<file path="config.mk">
export PLATFORM = sky130hd
export DESIGN_NAME = imm_decode_stage_flat
export DESIGN_NICKNAME = d
export VERILOG_FILES = /design/src/rtl/imm_decode_if.sv /design/src/rtl/imm_decode_stage.sv /design/src/flat_wrapper.sv
export SDC_FILE = /design/constraint.sdc
export NUM_CORES = 1
export LEC_CHECK = 0
export CORE_ASPECT_RATIO = 0.6
export CORE_UTILIZATION = 49
export CTS_CLUSTER_SIZE = 14
export DETAILED_ROUTE_END_ITERATION = 8
export GPL_ROUTABILITY_DRIVEN = 0
export MAX_ROUTING_LAYER = met4
export PLACE_DENSITY = 0.77
export SYNTH_ARGS = -nofsm -noshare
export SYNTH_HDL_FRONTEND = slang
export SYNTH_SLANG_ARGS = --single-unit
export TNS_END_PERCENT = 1
</file>
<file path="constraint.sdc">
create_clock -name clk -period 4.2 [get_ports clk]
set_clock_uncertainty 0.15 [all_clocks]
set_input_delay 0.84 -clock clk [delete_from_list [all_inputs] [get_ports clk]]
set_output_delay 0.84 -clock clk [all_outputs]
set_load 0.05 [all_outputs]
</file>
<file path="src/rtl/imm_decode_if.sv">
// Handshake bundle for the immediate-decode stage.
// The producer drives the input side and the consumer drives out_ready; the stage uses the slave view.
interface imm_decode_if #(
    parameter int XLEN  = 32,
    parameter int CNT_W = 16
);
    logic             in_valid;
    logic             in_ready;
    logic [31:0]      in_instr;
    logic [XLEN-1:0]  in_pc;
    logic             out_valid;
    logic             out_ready;
    logic [31:0]      out_instr;
    logic [XLEN-1:0]  out_imm;
    logic [2:0]       out_fmt;
    logic [XLEN-1:0]  out_target;
    logic             out_unsup;
    logic [CNT_W-1:0] unsup_count;

    modport master (
        output in_valid, in_instr, in_pc, out_ready,
        input  in_ready, out_valid, out_instr, out_imm, out_fmt, out_target, out_unsup, unsup_count
    );

    modport slave (
        input  in_valid, in_instr, in_pc, out_ready,
        output in_ready, out_valid, out_instr, out_imm, out_fmt, out_target, out_unsup, unsup_count
    );
endinterface

</file>
<file path="src/rtl/imm_decode_stage.sv">
// Pipelined RISC-V immediate decoder with PC-relative target and a 2-entry skid buffer.
// Register M drives the outputs, S absorbs one extra entry while M is stalled.
module imm_decode_stage #(
    parameter int XLEN      = 32,
    parameter bit ENABLE_UJ = 1'b1,
    parameter int CNT_W     = 16
) (
    input  logic        clk,
    input  logic        rst,
    imm_decode_if.slave bus
);
    localparam logic [6:0] OP_R      = 7'b0110011;
    localparam logic [6:0] OP_LOAD   = 7'b0000011;
    localparam logic [6:0] OP_IMM    = 7'b0010011;
    localparam logic [6:0] OP_JALR   = 7'b1100111;
    localparam logic [6:0] OP_STORE  = 7'b0100011;
    localparam logic [6:0] OP_BRANCH = 7'b1100011;
    localparam logic [6:0] OP_LUI    = 7'b0110111;
    localparam logic [6:0] OP_AUIPC  = 7'b0010111;
    localparam logic [6:0] OP_JAL    = 7'b1101111;

    localparam logic [2:0] FMT_R     = 3'd0;
    localparam logic [2:0] FMT_I     = 3'd1;
    localparam logic [2:0] FMT_S     = 3'd2;
    localparam logic [2:0] FMT_B     = 3'd3;
    localparam logic [2:0] FMT_U     = 3'd4;
    localparam logic [2:0] FMT_J     = 3'd5;
    localparam logic [2:0] FMT_UNSUP = 3'd7;

    typedef struct packed {
        logic [31:0]     instr;
        logic [XLEN-1:0] imm;
        logic [2:0]      fmt;
        logic [XLEN-1:0] target;
        logic            unsup;
    } entry_t;

    // Widen a 32-bit value to XLEN by replicating bit 31.
    function automatic logic [XLEN-1:0] sext32(input logic [31:0] v);
        logic [XLEN-1:0] r;
        r       = {XLEN{v[31]}};
        r[31:0] = v;
        return r;
    endfunction

    logic [31:0]      instr_s;
    logic [6:0]       opcode_s;
    logic [2:0]       funct3_s;
    logic [31:0]      shamt_s;
    logic [31:0]      imm32_s;
    logic [2:0]       fmt_s;
    logic             unsup_s;
    logic             pc_rel_s;
    entry_t           dec_s;
    logic             accept_s;
    logic             retire_s;

    entry_t           m_q, m_d, s_q, s_d;
    logic             m_valid_q, m_valid_d, s_valid_q, s_valid_d;
    logic [CNT_W-1:0] cnt_q, cnt_d;

    assign instr_s  = bus.in_instr;
    assign opcode_s = instr_s[6:0];
    assign funct3_s = instr_s[14:12];
    // funct7 bits are excluded; RV64 uses a 6-bit shamt, RV32 a 5-bit one.
    assign shamt_s  = (XLEN == 64) ? {26'd0, instr_s[25:20]} : {27'd0, instr_s[24:20]};

    // Opcode decode into a 32-bit immediate that is already sign-correct at bit 31
    // (shamt has bit 31 clear, so widening it with sext32 zero-extends it).
    always_comb begin
        imm32_s  = 32'd0;
        fmt_s    = FMT_UNSUP;
        unsup_s  = 1'b1;
        pc_rel_s = 1'b0;
        case (opcode_s)
            OP_R: begin
                fmt_s   = FMT_R;
                unsup_s = 1'b0;
            end
            OP_LOAD, OP_JALR: begin
                imm32_s = {{20{instr_s[31]}}, instr_s[31:20]};
                fmt_s   = FMT_I;
                unsup_s = 1'b0;
            end
            OP_IMM: begin
                fmt_s   = FMT_I;
                unsup_s = 1'b0;
                if ((funct3_s == 3'b001) || (funct3_s == 3'b101)) begin
                    imm32_s = shamt_s;
                end else begin
                    imm32_s = {{20{instr_s[31]}}, instr_s[31:20]};
                end
            end
            OP_STORE: begin
                imm32_s = {{20{instr_s[31]}}, instr_s[31:25], instr_s[11:7]};
                fmt_s   = FMT_S;
                unsup_s = 1'b0;
            end
            OP_BRANCH: begin
                imm32_s  = {{19{instr_s[31]}}, instr_s[31], instr_s[7], instr_s[30:25], instr_s[11:8], 1'b0};
                fmt_s    = FMT_B;
                unsup_s  = 1'b0;
                pc_rel_s = 1'b1;
            end
            OP_LUI, OP_AUIPC: begin
                if (ENABLE_UJ) begin
                    imm32_s  = {instr_s[31:12], 12'd0};
                    fmt_s    = FMT_U;
                    unsup_s  = 1'b0;
                    pc_rel_s = (opcode_s == OP_AUIPC);
                end else begin
                    imm32_s  = 32'd0;
                    fmt_s    = FMT_UNSUP;
                    unsup_s  = 1'b1;
                    pc_rel_s = 1'b0;
                end
            end
            OP_JAL: begin
                if (ENABLE_UJ) begin
                    imm32_s  = {{11{instr_s[31]}}, instr_s[31], instr_s[19:12], instr_s[20], instr_s[30:21], 1'b0};
                    fmt_s    = FMT_J;
                    unsup_s  = 1'b0;
                    pc_rel_s = 1'b1;
                end else begin
                    imm32_s  = 32'd0;
                    fmt_s    = FMT_UNSUP;
                    unsup_s  = 1'b1;
                    pc_rel_s = 1'b0;
                end
            end
            default: begin
                imm32_s  = 32'd0;
                fmt_s    = FMT_UNSUP;
                unsup_s  = 1'b1;
                pc_rel_s = 1'b0;
            end
        endcase
    end

    // Assemble the decoded entry; target addition wraps modulo 2^XLEN.
    always_comb begin
        dec_s.instr = instr_s;
        dec_s.imm   = sext32(imm32_s);
        dec_s.fmt   = fmt_s;
        dec_s.unsup = unsup_s;
        if (pc_rel_s) begin
            dec_s.target = bus.in_pc + dec_s.imm;
        end else begin
            dec_s.target = bus.in_pc + XLEN'(3'd4);
        end
    end

    assign bus.in_ready = !s_valid_q && !rst;
    assign accept_s     = bus.in_valid && bus.in_ready;
    assign retire_s     = m_valid_q && bus.out_ready;

    // Skid-buffer steering and saturating unsupported-instruction counter.
    always_comb begin
        m_d       = m_q;
        m_valid_d = m_valid_q;
        s_d       = s_q;
        s_valid_d = s_valid_q;
        if (retire_s) begin
            if (s_valid_q) begin
                m_d       = s_q;
                s_valid_d = 1'b0;
            end else if (accept_s) begin
                m_d = dec_s;
            end else begin
                m_valid_d = 1'b0;
            end
        end else if (accept_s) begin
            if (m_valid_q) begin
                s_d       = dec_s;
                s_valid_d = 1'b1;
            end else begin
                m_d       = dec_s;
                m_valid_d = 1'b1;
            end
        end else begin
            m_valid_d = m_valid_q;
        end
        if (accept_s && dec_s.unsup && (cnt_q != {CNT_W{1'b1}})) begin
            cnt_d = cnt_q + CNT_W'(1'b1);
        end else begin
            cnt_d = cnt_q;
        end
    end

    // Stage registers with synchronous reset discarding all buffered entries.
    always_ff @(posedge clk) begin
        if (rst) begin
            m_q       <= '0;
            s_q       <= '0;
            m_valid_q <= 1'b0;
            s_valid_q <= 1'b0;
            cnt_q     <= '0;
        end else begin
            m_q       <= m_d;
            s_q       <= s_d;
            m_valid_q <= m_valid_d;
            s_valid_q <= s_valid_d;
            cnt_q     <= cnt_d;
        end
    end

    assign bus.out_valid   = m_valid_q;
    assign bus.out_instr   = m_q.instr;
    assign bus.out_imm     = m_q.imm;
    assign bus.out_fmt     = m_q.fmt;
    assign bus.out_target  = m_q.target;
    assign bus.out_unsup   = m_q.unsup;
    assign bus.unsup_count = cnt_q;
endmodule

</file>
<file path="src/flat_wrapper.sv">
// flat-port wrapper written by rule: the top's interface ports become plain ports
module imm_decode_stage_flat 
#(
    parameter int XLEN      = 32,
    parameter bit ENABLE_UJ = 1'b1,
    parameter int CNT_W     = 16
)
  (clk, rst, bus_in_valid, bus_in_instr, bus_in_pc, bus_out_ready, bus_in_ready, bus_out_valid, bus_out_instr, bus_out_imm, bus_out_fmt, bus_out_target, bus_out_unsup, bus_unsup_count);
  imm_decode_if #(.XLEN(XLEN), .CNT_W(CNT_W)) bus_i ();
  input  logic clk;
  input  logic rst;
  input wire logic [$bits(bus_i.in_valid)-1:0] bus_in_valid;
  input wire logic [$bits(bus_i.in_instr)-1:0] bus_in_instr;
  input wire logic [$bits(bus_i.in_pc)-1:0] bus_in_pc;
  input wire logic [$bits(bus_i.out_ready)-1:0] bus_out_ready;
  output wire logic [$bits(bus_i.in_ready)-1:0] bus_in_ready;
  output wire logic [$bits(bus_i.out_valid)-1:0] bus_out_valid;
  output wire logic [$bits(bus_i.out_instr)-1:0] bus_out_instr;
  output wire logic [$bits(bus_i.out_imm)-1:0] bus_out_imm;
  output wire logic [$bits(bus_i.out_fmt)-1:0] bus_out_fmt;
  output wire logic [$bits(bus_i.out_target)-1:0] bus_out_target;
  output wire logic [$bits(bus_i.out_unsup)-1:0] bus_out_unsup;
  output wire logic [$bits(bus_i.unsup_count)-1:0] bus_unsup_count;
  assign bus_i.in_valid = bus_in_valid;
  assign bus_i.in_instr = bus_in_instr;
  assign bus_i.in_pc = bus_in_pc;
  assign bus_i.out_ready = bus_out_ready;
  assign bus_in_ready = bus_i.in_ready;
  assign bus_out_valid = bus_i.out_valid;
  assign bus_out_instr = bus_i.out_instr;
  assign bus_out_imm = bus_i.out_imm;
  assign bus_out_fmt = bus_i.out_fmt;
  assign bus_out_target = bus_i.out_target;
  assign bus_out_unsup = bus_i.out_unsup;
  assign bus_unsup_count = bus_i.unsup_count;
  imm_decode_stage #(.XLEN(XLEN), .ENABLE_UJ(ENABLE_UJ), .CNT_W(CNT_W)) u_core (.clk(clk), .rst(rst), .bus(bus_i));
endmodule
</file>
## After elaboration in Yosys (flattened, before gate mapping)

Cells that the tools add are included.
W data, S select, Z words.

- Add/subtract/negate cells: 3
- Equal/unequal tests: 15
- Multiplexer cells: 15
- Bitwise gates (word level): 1
- Reductions and logical operators: 20

Operator list:

| cell | count |
|---|---|
| $mux W100 | 5 |
| $pmux W32 S6 | 1 |
| $mux W32 | 2 |
| $add A32 B3 Y32 const B | 1 |
| $add A32 B32 Y32 | 1 |
| $eq A7 B6 Y1 const B | 3 |
| $eq A7 B7 Y1 const B | 3 |
| $pmux W3 S6 | 1 |
| $add A16 B1 Y16 const B | 1 |
| $ne A16 B16 Y1 const B | 1 |
| $eq A7 B5 Y1 const B | 2 |
| $reduce_and A3 Y1 | 3 |
| $reduce_or A9 Y1 | 1 |
| $reduce_or A2 Y1 | 4 |
| $eq A7 B2 Y1 const B | 1 |
| $logic_and A1 B1 Y1 | 5 |
| $mux W1 | 5 |
| $ne A2 B2 Y1 const B | 2 |
| $reduce_bool A2 Y1 | 2 |
| $eq A3 B1 Y1 const B | 1 |
| $eq A3 B3 Y1 const B | 1 |
| $reduce_or A3 Y1 | 1 |
| $logic_not A1 Y1 | 2 |
| $ne A2 B1 Y1 const B | 1 |
| 4 further kinds | 4 |

- Bits in registers: 218
- Output and inout bits: 118
- Word-level logic and storage cells: 67

## Depth between registers and ports, before layout

- Word-level depth: 9
- Gate-level depth with buffers: 19
- Depth with buffers taken out: 19

## Least setup slack after synthesis

Ideal clock, no wire load.

- Path type: input port to flip-flop
- Start: in bus_in_instr[1]
- End: reg u_core.s_q[27] (netlist bit)
- Library setup time: 0.131 ns
- Data arrival time: 4.169 ns
- Data required time: 3.919 ns
- Slack: -0.250 ns
- Cell stages on the path: 19
- Buffers on the path: 0
- Cells stage by stage: nand2_1 or2_2 nor4b_2 nand2_1 nor2_1 a21oi_1 inv_1 ha_1 inv_1 fa_1 nor2b_1 o31ai_1 a31o_2 a221o_1 nand2_2 a21oi_1 or3_1 a31oi_1 nor3_2

RTL lines:

| element | line | source |
|---|---|---|
| start, declared | flat_wrapper.sv:13 | `input wire logic [$bits(bus_i.in_instr)-1:0] bus_in_instr;` |
| end signal, assigned | imm_decode_stage.sv:194 | `s_q <= '0;` |
| end signal, assigned | imm_decode_stage.sv:200 | `s_q <= s_d;` |
| end, declared | imm_decode_stage.sv:58 | `entry_t m_q, m_d, s_q, s_d;` |

==> flow_summary.ini <==
[outcome]
status = complete, no violations

[sta]
fmax_ghz = 0.242
maxSlewViolCount = 0
tightest_slew_ps = 878
final.min_clock_period_ps = 4140
holdWs_ps = 303
setup_viol = 0
finalCritPeriodShare = 0.985
setup_tns_ps = 0
slew_headroom = 0.415
hold_viol = 0

[worst_hold_path]
hold-path-cell-count = 2
hp-start = u_core.s_q[83]$_SDFFE_PP0P_
hold_end = u_core.s_q[83]$_SDFFE_PP0P_
min_path_type = flop to flop

[clock_tree]
cts_root_buffer = clkbuf_16
cts_tree = built
cts_max_path_buffers = 3
clk_pin_slew_ps = 60
numCtsBuffers = 21
cts_sinks = 218
clock_latency_ps = 510
cts_hold_buf = 0
cts-htree-levels = 1

[worst_setup_path]
ff2ff_path_depth = 8
worstSetupPathType = input port to flop
critPathMaxFanout = 5
worstSetupStartpointType = input port
end_kind = flop
crit_chain = dlygate4sd2_1, buf_4, nand2_1, a21oi_2, or2_4, a22oi_2, inv_1, ha_1, a211oi_2, o211ai_2, nand4_1, a31oi_2, buf_4, o221a_2, o311a_1, mux2i_1, o21ai_0, o211a_1
crit_slowest_cell = a211oi_2
worstPathArrival_ps = 4380
critPathRequiredTime_ps = 4440
r2r_end = u_core.bus.out_target[21]$_SDFFE_PP0P_
r2r-start = u_core.s_valid_q$_SDFFE_PP0P_
regToRegSetupSlack_ps = 1410
max_stage_delay_ps = 340
cp_common_cell = buf_4

[detailed_routing]
drtAntennaViolNets = 0
remaining_drc_errors = 0
drtIter0Drc = 1428
post_drt_wl_per_cell_um = 18.4
first_pass_iters = 8
vias = 12600
wirelength_um = 39600
routed_via_density = 5.85

[place]
port_buffers = 185
hpwl_um = 27700

[global_routing]
grt_pass1_wl_um = 59600
overflow = 0
track_usage = 0.313
grt_pass1_vias = 11200
grt_max_degree = 195
antenna_found_initial = 1

[die]
dieWidth_um = 201
start_util = 0.502
die_h_um = 121
num_io_pins = 186
die-area_um2 = 24400
core_area_um2 = 23200
row_count = 43

[layout]
fin_nets = 1926
layout-drive-gt1-share = 0.179
final_cell_mix = 253 x nand2_1, 218 x dfxtp_1, 216 x nor2_1
syn_to_final_growth_pct = 37.2
layout_commonest_cell = nand2_1

[run]
drv_cap = 0

[logic_synthesis]
synthesis.area_um2 = 11600
yosysSeqAreaShare = 0.375
synth_edf_count = 0
yosys_warnings = 0
synth_flop_cell = dfxtp_1
syn_nets = 1633
syn_avg_cell_area_um2 = 7.61
syn_inst = 1529
yosysUniqueCellTypes = 79
async_reset_ff_frac = 0
synth_seq_cells = 218

[pwr]
total_power_mw = 5.12
ir_worst_vdd_mv = 0.244
power.density_nw_per_um2 = 321
leakagePower_nw = 6.34
power breakdown:
group | internal [mW] | switching [mW] | total, mW
Clock | 1.11 | 0.810 | 1.92
Combinational | 0.383 | 0.617 | 1.00
Sequential | 2.15 | 0.0519 | 2.20
stage by stage:
stage | area (µm²) | setup slack [ps] | instances | utilization
after floorplan | 11700 | -26.7 | 1529 | -
after global placement | 14800 | -667 | 2092 | 0.640
after detailed placement | 14800 | -777 | 2092 | 0.640
after CTS | 15700 | -9.94 | 2140 | 0.677
after global routing | 16000 | -62.7 | 2150 | 0.688
final | 16000 | 65.0 | 2150 | 0.688
state kept, by name, summed over array words and instances, names as in the netlist:
register,cells
u_core.bus.out_fmt,3
u_core.bus.out_imm,32
u_core.bus.out_instr,32
u_core.bus.out_target,32
u_core.bus.out_unsup,1
u_core.bus.out_valid,1
u_core.bus.unsup_count,16
u_core.s_q,100
u_core.s_valid_q,1
cell type report:
type | instances | area [µm²]
fillers | 1821 | 7230
multi-input cells | 1160 | 6970
flip-flops and latches | 218 | 4360
repair buffers | 381 | 3400
clock buffers | 30 | 599
well taps | 315 | 394
inverters | 40 | 150
clock inverters | 5 | 78.8
diodes | 1 | 2.50
cells in the mapped netlist (all sizes together), types with 4 or more instances:
cell | number | area, µm²
a211oi | 88 | 681
a21o | 11 | 82.6
a21oi | 201 | 1030
a22oi | 5 | 37.5
a311oi | 42 | 374
a31oi | 9 | 56.3
and2 | 15 | 93.8
and3 | 12 | 76.3
and4 | 5 | 43.8
buf | 24 | 163
clkbuf | 85 | 323
dfxtp | 218 | 4360
ha | 35 | 438
inv | 40 | 150
mux2i | 4 | 40.0
nand2 | 258 | 971
nand2b | 4 | 25.0
nand3 | 27 | 135
nand4 | 13 | 118
nor2 | 218 | 828
nor2b | 6 | 37.5
nor3 | 15 | 108
o211a | 5 | 50.1
o211ai | 6 | 50.1
o21a | 4 | 30.0
o21ai | 60 | 300
or3 | 17 | 113
xnor2 | 31 | 272
xor2 | 25 | 219
kinds of logic (layout without fill, tap and decap cells):
group,after synthesis,in the layout,share of synthesized area
AND/OR/NAND/NOR,601,601,0.227
AO/OA/AOI/OAI,463,463,0.256
flip-flops,218,218,0.375
buffers and inverters,151,456,0.0561
XOR/XNOR,56,56,0.0422
adder cells (fa/ha/maj),36,36,0.0394
multiplexers,4,4,0.00344
other,0,1,0
worst max-delay path: cells and delay by family:
kind / cells / cell delay, ps
buf+inv: 4 / 760
simple gates: 3 / 550
compound gates: 9 / 1730
fa+ha+maj: 1 / 320
mux: 1 / 170
layer usage:
layer | wire length [µm] | global-route usage
met1 | 17900 | 0.440
met2 | 16700 | 0.452
met3 | 3970 | 0.0674
met4 | 956 | 0.0821
met5 | 0 | -
worst max-delay path by stage:
stage	from	to	depth (start not counted)
5_1_grt	bus_in_instr[2]	u_core.bus.out_target[25]$_SDFFE_PP0P_	18
4_1_cts	bus_in_instr[13]	u_core.bus.out_target[25]$_SDFFE_PP0P_	19
6_report	bus_in_instr[2]	u_core.bus.out_target[25]$_SDFFE_PP0P_	18
3_5_place_dp	bus_in_instr[6]	u_core.bus.out_target[25]$_SDFFE_PP0P_	18
3_3_place_gp	bus_in_instr[6]	u_core.bus.out_target[25]$_SDFFE_PP0P_	18
2_1_floorplan	bus_in_instr[1]	u_core.s_q[27]$_SDFFE_PP0P_	19
what timing repair did:
action,4_1_cts,5_1_grt
setup buffers,13,9
resized for setup,30,59
setup endpoints to repair,30,33
pin swaps,18,27
Power figures use the tool's default switching activity.
